`src/rtl/vga_scan_driver.sv`:
```
// VGA raster timing generator: scans the full raster, requests half-resolution game
// pixels from the renderer and registers colour, syncs and data-enable in alignment.
module vga_scan_driver #(
  parameter int unsigned H_ACTIVE    = 640,
  parameter int unsigned H_FP        = 16,
  parameter int unsigned H_SYNC      = 96,
  parameter int unsigned H_BP        = 48,
  parameter int unsigned V_ACTIVE    = 480,
  parameter int unsigned V_FP        = 10,
  parameter int unsigned V_SYNC      = 2,
  parameter int unsigned V_BP        = 33,
  parameter int unsigned PIX_SHIFT   = 1,
  parameter bit          SYNC_ACTIVE = 1'b0
) (
  input  logic        clk,
  input  logic        rst_n,
  input  logic        pix_ce,
  input  logic [15:0] pixel_rgb,
  output logic [8:0]  pixel_x,
  output logic [8:0]  pixel_y,
  output logic [15:0] vga_rgb,
  output logic        vga_hs,
  output logic        vga_vs,
  output logic        vga_de,
  output logic        frame_tick
);

  localparam int unsigned CNT_W   = 10;
  localparam int unsigned CRD_W   = 9;
  localparam int unsigned RGB_W   = 16;
  localparam int unsigned H_TOTAL = H_ACTIVE + H_FP + H_SYNC + H_BP;
  localparam int unsigned V_TOTAL = V_ACTIVE + V_FP + V_SYNC + V_BP;

  localparam logic [CNT_W-1:0] H_ACT    = CNT_W'(H_ACTIVE);
  localparam logic [CNT_W-1:0] H_LAST   = CNT_W'(H_TOTAL - 1);
  localparam logic [CNT_W-1:0] HS_START = CNT_W'(H_ACTIVE + H_FP);
  localparam logic [CNT_W-1:0] HS_END   = CNT_W'(H_ACTIVE + H_FP + H_SYNC);
  localparam logic [CNT_W-1:0] V_ACT    = CNT_W'(V_ACTIVE);
  localparam logic [CNT_W-1:0] V_LAST   = CNT_W'(V_TOTAL - 1);
  localparam logic [CNT_W-1:0] V_TICK   = CNT_W'(V_ACTIVE - 1);
  localparam logic [CNT_W-1:0] VS_START = CNT_W'(V_ACTIVE + V_FP);
  localparam logic [CNT_W-1:0] VS_END   = CNT_W'(V_ACTIVE + V_FP + V_SYNC);

  logic [CNT_W-1:0] h_cnt_q, h_cnt_d;
  logic [CNT_W-1:0] v_cnt_q, v_cnt_d;
  logic [RGB_W-1:0] vga_rgb_q;
  logic             vga_hs_q, vga_vs_q, vga_de_q, frame_tick_q;
  logic             active_c, hs_on_c, vs_on_c, tick_c;

  // Raster position decode from the current (pre-increment) counters
  always_comb begin
    active_c = (h_cnt_q < H_ACT) && (v_cnt_q < V_ACT);
    hs_on_c  = (h_cnt_q >= HS_START) && (h_cnt_q < HS_END);
    vs_on_c  = (v_cnt_q >= VS_START) && (v_cnt_q < VS_END);
    tick_c   = pix_ce && (h_cnt_q == H_LAST) && (v_cnt_q == V_TICK);
  end

  assign pixel_x = active_c ? CRD_W'(h_cnt_q >> PIX_SHIFT) : '0;
  assign pixel_y = active_c ? CRD_W'(v_cnt_q >> PIX_SHIFT) : '0;

  // Counter advance, one raster pixel per enable
  always_comb begin
    h_cnt_d = h_cnt_q;
    v_cnt_d = v_cnt_q;
    if (pix_ce) begin
      if (h_cnt_q == H_LAST) begin
        h_cnt_d = '0;
        v_cnt_d = (v_cnt_q == V_LAST) ? '0 : v_cnt_q + CNT_W'(1);
      end else begin
        h_cnt_d = h_cnt_q + CNT_W'(1);
      end
    end
  end

  always_ff @(posedge clk or negedge rst_n) begin
    if (!rst_n) begin
      h_cnt_q      <= '0;
      v_cnt_q      <= '0;
      vga_rgb_q    <= '0;
      vga_de_q     <= 1'b0;
      vga_hs_q     <= ~SYNC_ACTIVE;
      vga_vs_q     <= ~SYNC_ACTIVE;
      frame_tick_q <= 1'b0;
    end else begin
      h_cnt_q      <= h_cnt_d;
      v_cnt_q      <= v_cnt_d;
      frame_tick_q <= tick_c;
      if (pix_ce) begin
        vga_rgb_q <= active_c ? pixel_rgb : '0;
        vga_de_q  <= active_c;
        vga_hs_q  <= hs_on_c ? SYNC_ACTIVE : ~SYNC_ACTIVE;
        vga_vs_q  <= vs_on_c ? SYNC_ACTIVE : ~SYNC_ACTIVE;
      end
    end
  end

  assign vga_rgb    = vga_rgb_q;
  assign vga_hs     = vga_hs_q;
  assign vga_vs     = vga_vs_q;
  assign vga_de     = vga_de_q;
  assign frame_tick = frame_tick_q;

endmodule

```
`config.mk`:
```
export PLATFORM = sky130hd
export DESIGN_NAME = vga_scan_driver
export DESIGN_NICKNAME = d
export VERILOG_FILES = /design/src/rtl/vga_scan_driver.sv
export SDC_FILE = /design/constraint.sdc
export NUM_CORES = 1
export LEC_CHECK = 0
export CORE_ASPECT_RATIO = 2
export CORE_MARGIN = 5
export CORE_UTILIZATION = 54
export CTS_BUF_LIST = sky130_fd_sc_hd__clkbuf_4 sky130_fd_sc_hd__clkbuf_8
export CTS_CLUSTER_SIZE = 12
export DETAILED_ROUTE_END_ITERATION = 10
export PLACE_DENSITY = 0.93
export REMOVE_ABC_BUFFERS = 1
export SLEW_MARGIN = 10
export SYNTH_ARGS = -nofsm -noshare
export SYNTH_HDL_FRONTEND = slang
export SYNTH_SLANG_ARGS = --single-unit
```
`constraint.sdc`:
```
create_clock -name clk -period 3.25 [get_ports clk]
set_input_delay 0.325 -clock clk [delete_from_list [all_inputs] [get_ports clk]]
set_output_delay 0.325 -clock clk [all_outputs]
set_load 0.02 [all_outputs]
```
== Word level (Yosys, flattened, before mapping) ==
Cells that the tools add are included.
Widths: inputs -> output; s select.

* Register bits: 40
* Latch bits: 0
* Memory bits (writable): 0
* Bits in read-only memories: 0
* Output and inout port bits: 38
* Word-level logic and storage cells: 31
* Memories kept: 0

* Add/subtract/negate cells: 2
* $mul: 0
* Div/mod/pow operators: 0
* Magnitude comparators: 6
* Eq/ne operators: 3
* Shift-type cells: 0
* Mux-type cells: 7
* Bitwise gates (word level): 0
* Reductions and logical operators: 6

{| class="wikitable"
|+ Operators with widths
! kind !! number
|-
| $add 10x1->10 const B || 2
|-
| $eq 10x10->1 const B || 2
|-
| $lt 10x10->1 const B || 2
|-
| $lt 10x9->1 const B || 2
|-
| $mux 10 || 2
|-
| $mux 9 || 2
|-
| $mux 16 || 1
|-
| $eq 10x9->1 const B || 1
|-
| $ge 10x10->1 const B || 1
|-
| $ge 10x9->1 const B || 1
|-
| $logic_and 1x1->1 || 5
|-
| $mux 1 || 2
|-
| $reduce_and 2->1 || 1
|}

== Longest topological paths before layout ==
* Word-level depth: 3
* Mapped depth: 6

== Worst setup path after synthesis ==
OpenSTA, ideal clock, no wires.

* Path type: register -> output
* From: reg h_cnt_q[7]
* To: out pixel_x[0]
* Arrival time: 1447 ps
* Required time: 2925 ps
* Slack: 1478 ps
* Cell stages (with the launch flop): 7
* Path through: dfrtp_1 -> clkbuf_8 -> o21ai_0 -> nand2_1 -> or2_1 -> clkbuf_1 -> nor2_1

* Word-level cells in the longest chain between the ends: 3

{| class="wikitable"
|+ RTL lines
! item !! RTL line !! text
|-
| start: declaration || 44 || <nowiki>logic [CNT_W-1:0] h_cnt_q, h_cnt_d;</nowiki>
|-
| start signal: assignment || 85 || <nowiki>h_cnt_q <= h_cnt_d;</nowiki>
|-
| $lt 10x10->1 || 52 || <nowiki>active_c = (h_cnt_q < H_ACT) && (v_cnt_q < V_ACT);</nowiki>
|-
| $logic_and 1x1->1 || 52 ||
|-
| $mux 9 || 58 || <nowiki>assign pixel_x = active_c ? CRD_W'(h_cnt_q >> PIX_SHIFT) : '0;</nowiki>
|-
| end: declaration || 19 || <nowiki>output logic [8:0] pixel_x,</nowiki>
|}

No other way between the ends.

== Final worst setup path ==
* From: reg h_cnt_q[7]
* To: out pixel_y[2]

* Word-level cells in the longest chain between the ends: 3

{| class="wikitable"
|+ RTL lines
! item !! RTL line !! text
|-
| $lt 10x10->1 || 52 ||
|-
| $logic_and 1x1->1 || 52 ||
|-
| $mux 9 || 59 || <nowiki>assign pixel_y = active_c ? CRD_W'(v_cnt_q >> PIX_SHIFT) : '0;</nowiki>
|-
| end: declaration || 20 || <nowiki>output logic [8:0] pixel_y,</nowiki>
|}

No other way between the ends.

==> metrics.yaml <==
outcome:
  status: "finished clean"
yosys:
  postSynthAreaPerCell_um2: 9.43
  ys_seq_area_share_pct: 48.1
  yosysMostFrequentCell: "dfrtp_1"
  async_flop_share_pct: 100
  synthTopCellsByCount: "38 x dfrtp_1, 26 x nand2_1, 24 x inv_1"
  ys_warn_count: 0
  synth_top_area_cell: "dfrtp_1"
  synth_seq_cells: 40
  ys_types: 41
  synth_area_leaders: "dfrtp_1 46%, o22ai_1 5.7%, nand2_1 4.7%"
  synth-edff-count: 0
  dominantRegCellSynth: "dfrtp_1"
  syn_area_um2: 2080
  synth.top_cell.area_share_pct: 45.6
  syn_inst: 221
layout:
  area_growth_pct: 30.0
  layout.nets: 295
  insertedDiodeCount: 0
  final_layout_size_suffix_gt1_share_pct: 7.69
setup_path:
  cp-start-kind: "flop"
  worstSetupPathType: "reg -> out"
  crit_required_ns: 2.92
  cp-end-kind: "output port"
  slowest_delay_ns: 0.61
  reg2reg_from: "h_cnt_q[1]$_DFFE_PN0P_"
  cp_slowest_cell: "clkdlybuf4s50_1"
  r2r_cells: 5
  cp_max_fo: 13
  path_buf_inv: 1
  cp_cell_sequence: "o21ai_0, nand2_1, nor2_1, and2_1, clkdlybuf4s50_1"
  cp.arrival_ns: 2.39
  critical-path-top-delay-family: "simple AND/OR/NAND/NOR gates"
  rrSetupSlack_ns: 1.19
  r2r_end: "v_cnt_q[5]$_DFFE_PN0P_"
cts:
  cts_max_path_buffers: 2
  cts_resized: 0
  cts_buffers: 5
  tritoncts: "yes"
  cts_hold_buf: 0
  clock_sink_count: 40
  cts-root-buf: "clkbuf_8"
  clk_latency_ns: 0.29
  clk_pin_slew_worst_paths_ns: 0.08
  cts_setup_buffers: 0
  htree_num_levels: 2
die:
  fp.dieArea_um2: 5280
  die_w_um: 53.9
  rows: 32
  io_pins: 57
  start_util_pct: 54.8
  core_um2: 3800
  die_h_um: 97.9
grt:
  grt_max_degree: 46
  grt_first_pass_wirelength_um: 8020
  grtUsageTotal_pct: 20.1
  grt_pass1_vias: 1723
  antenna_found_initial: 0
  gr-total-overflow: 0
drt:
  via_per_inst: 5.38
  drt_drc_violations_left: 0
  firstDrtPassIters: 4
  post_drt_wl_per_cell_um: 15.1
  antenna_left: 0
  drt-initial-drc-count: 22
  finalWirelength_um: 4880
  num_vias: 1743
timing:
  hold_viol_final: 0
  grt_setup_unrepaired: "false"
  setup_viol: 0
  relSlewSlack_pct: 41.7
  finalCritPeriodShare_pct: 83.4
  skew_ns: 0.0113
  fmax_ghz: 0.369
  fin_setup_tns_ns: 0
  worst_pin_slew_ns: 0.874
  drv_slew: 0
  min_period_ns: 2.71
  whs_ns: 0.146
run:
  cap_viol_max_count: 0
power:
  ir_drop_mv: 0.480
  power.static_leakage_uw: 0.00121
  power_density_nw_per_um2: 480
placement:
  port_buffers: 55
  dp_hpwl_um: 3610
  routabilityCongestion: 0.829
hold_path:
  hold_class: "in -> async"
==> metal layers <==
metal  vias to the layer above  global-route usage, %  share of wire [%]
li1                        854                      -                  -
met1                       823                   23.8                 40
met2                        53                   33.9                 53
met3                        13                   3.36                4.9
met4                         0                   8.66                2.6
met5                         -                      0                  0
==> per-stage QoR <==
| step | power (µW) | worst slack, ns | cell area (µm²) | utilization, % | std cells |
|---|---|---|---|---|---|
| floorplan | 801 | 1.48 | 2000 | - | 208 |
| global placement | 964 | 0.855 | 2620 | 68.9 | 316 |
| detailed placement | 975 | 0.820 | 2620 | 68.9 | 316 |
| CTS | 1310 | 0.493 | 2710 | 71.3 | 324 |
| global route | 1370 | 0.301 | 2710 | 71.3 | 324 |
| finish | 1300 | 0.540 | 2710 | 71.3 | 324 |
==> worst max-delay path by stage <==
stage	from	to	slack (ns)	depth (start not counted)
floorplan	h_cnt_q[7]$_DFFE_PN0P_	pixel_x[0]	1.48	4
global placement	h_cnt_q[7]$_DFFE_PN0P_	pixel_y[2]	0.85	5
detailed placement	h_cnt_q[7]$_DFFE_PN0P_	pixel_y[2]	0.82	5
CTS	h_cnt_q[7]$_DFFE_PN0P_	pixel_y[2]	0.49	5
global route	h_cnt_q[7]$_DFFE_PN0P_	pixel_y[2]	0.30	5
finish	h_cnt_q[7]$_DFFE_PN0P_	pixel_y[2]	0.54	5
==> cell families (layout without fill, tap and decap cells) <==
logic type                 Yosys count  after routing  synth area share, %
adders and majority gates            4              4                 2.40
buffers and inverters               37             89                 8.52
other                                1              1                0.180
DFF                                 40             40                 48.1
and+or+nand+nor                     92             92                 25.1
xor gates and xnor gates             9              9                 3.78
muxes                                2              2                 1.02
AOI/OAI and AO/OA                   36             36                 10.9
==> power by group <==
group	switching, µW	internal (µW)	leakage (µW)
Combinational	169	172	0.000659
Clock	165	167	0.0000491
Sequential	77.1	549	0.000497
Total	412	888	0.00121
==> flip-flops by register name (all words and copies together), names as in the netlist <==
name / flops
vga_de: 1
h_cnt_q: 10
vga_rgb: 16
vga_vs: 1
frame_tick: 1
vga_hs: 1
v_cnt_q: 10
==> cell type report <==
type	instances	area (µm²)
clock buffer	7	83.8
clock inverter	1	5.00
fill	286	1090
inverter	24	90.1
multi-input combinational	144	903
sequential	40	1000
tap	51	63.8
timing repair buffer	57	561
==> cells in the final DEF (no fill, tap or decap), types with 3 or more instances in the layout <==
| master | synthesis | layout |
|---|---|---|
| and3_1 | 5 | 5 |
| nor2_1 | 15 | 15 |
| a22o_1 | 3 | 3 |
| nor4_1 | 3 | 3 |
| o21ai_0 | 7 | 7 |
| ha_1 | 4 | 4 |
| xnor2_1 | 8 | 8 |
| and2_1 | 12 | 12 |
| nand3_1 | 4 | 4 |
| dfrtp_1 | 38 | 38 |
| nand2b_1 | 3 | 3 |
| clkbuf_8 | 3 | 5 |
| nand4_1 | 5 | 5 |
| nor3_1 | 7 | 7 |
| o22ai_1 | 19 | 19 |
| inv_1 | 24 | 24 |
| nand2_1 | 26 | 26 |
| clkdlybuf4s50_1 | 0 | 54 |
Note: power is estimated with default switching activity, not from simulation.
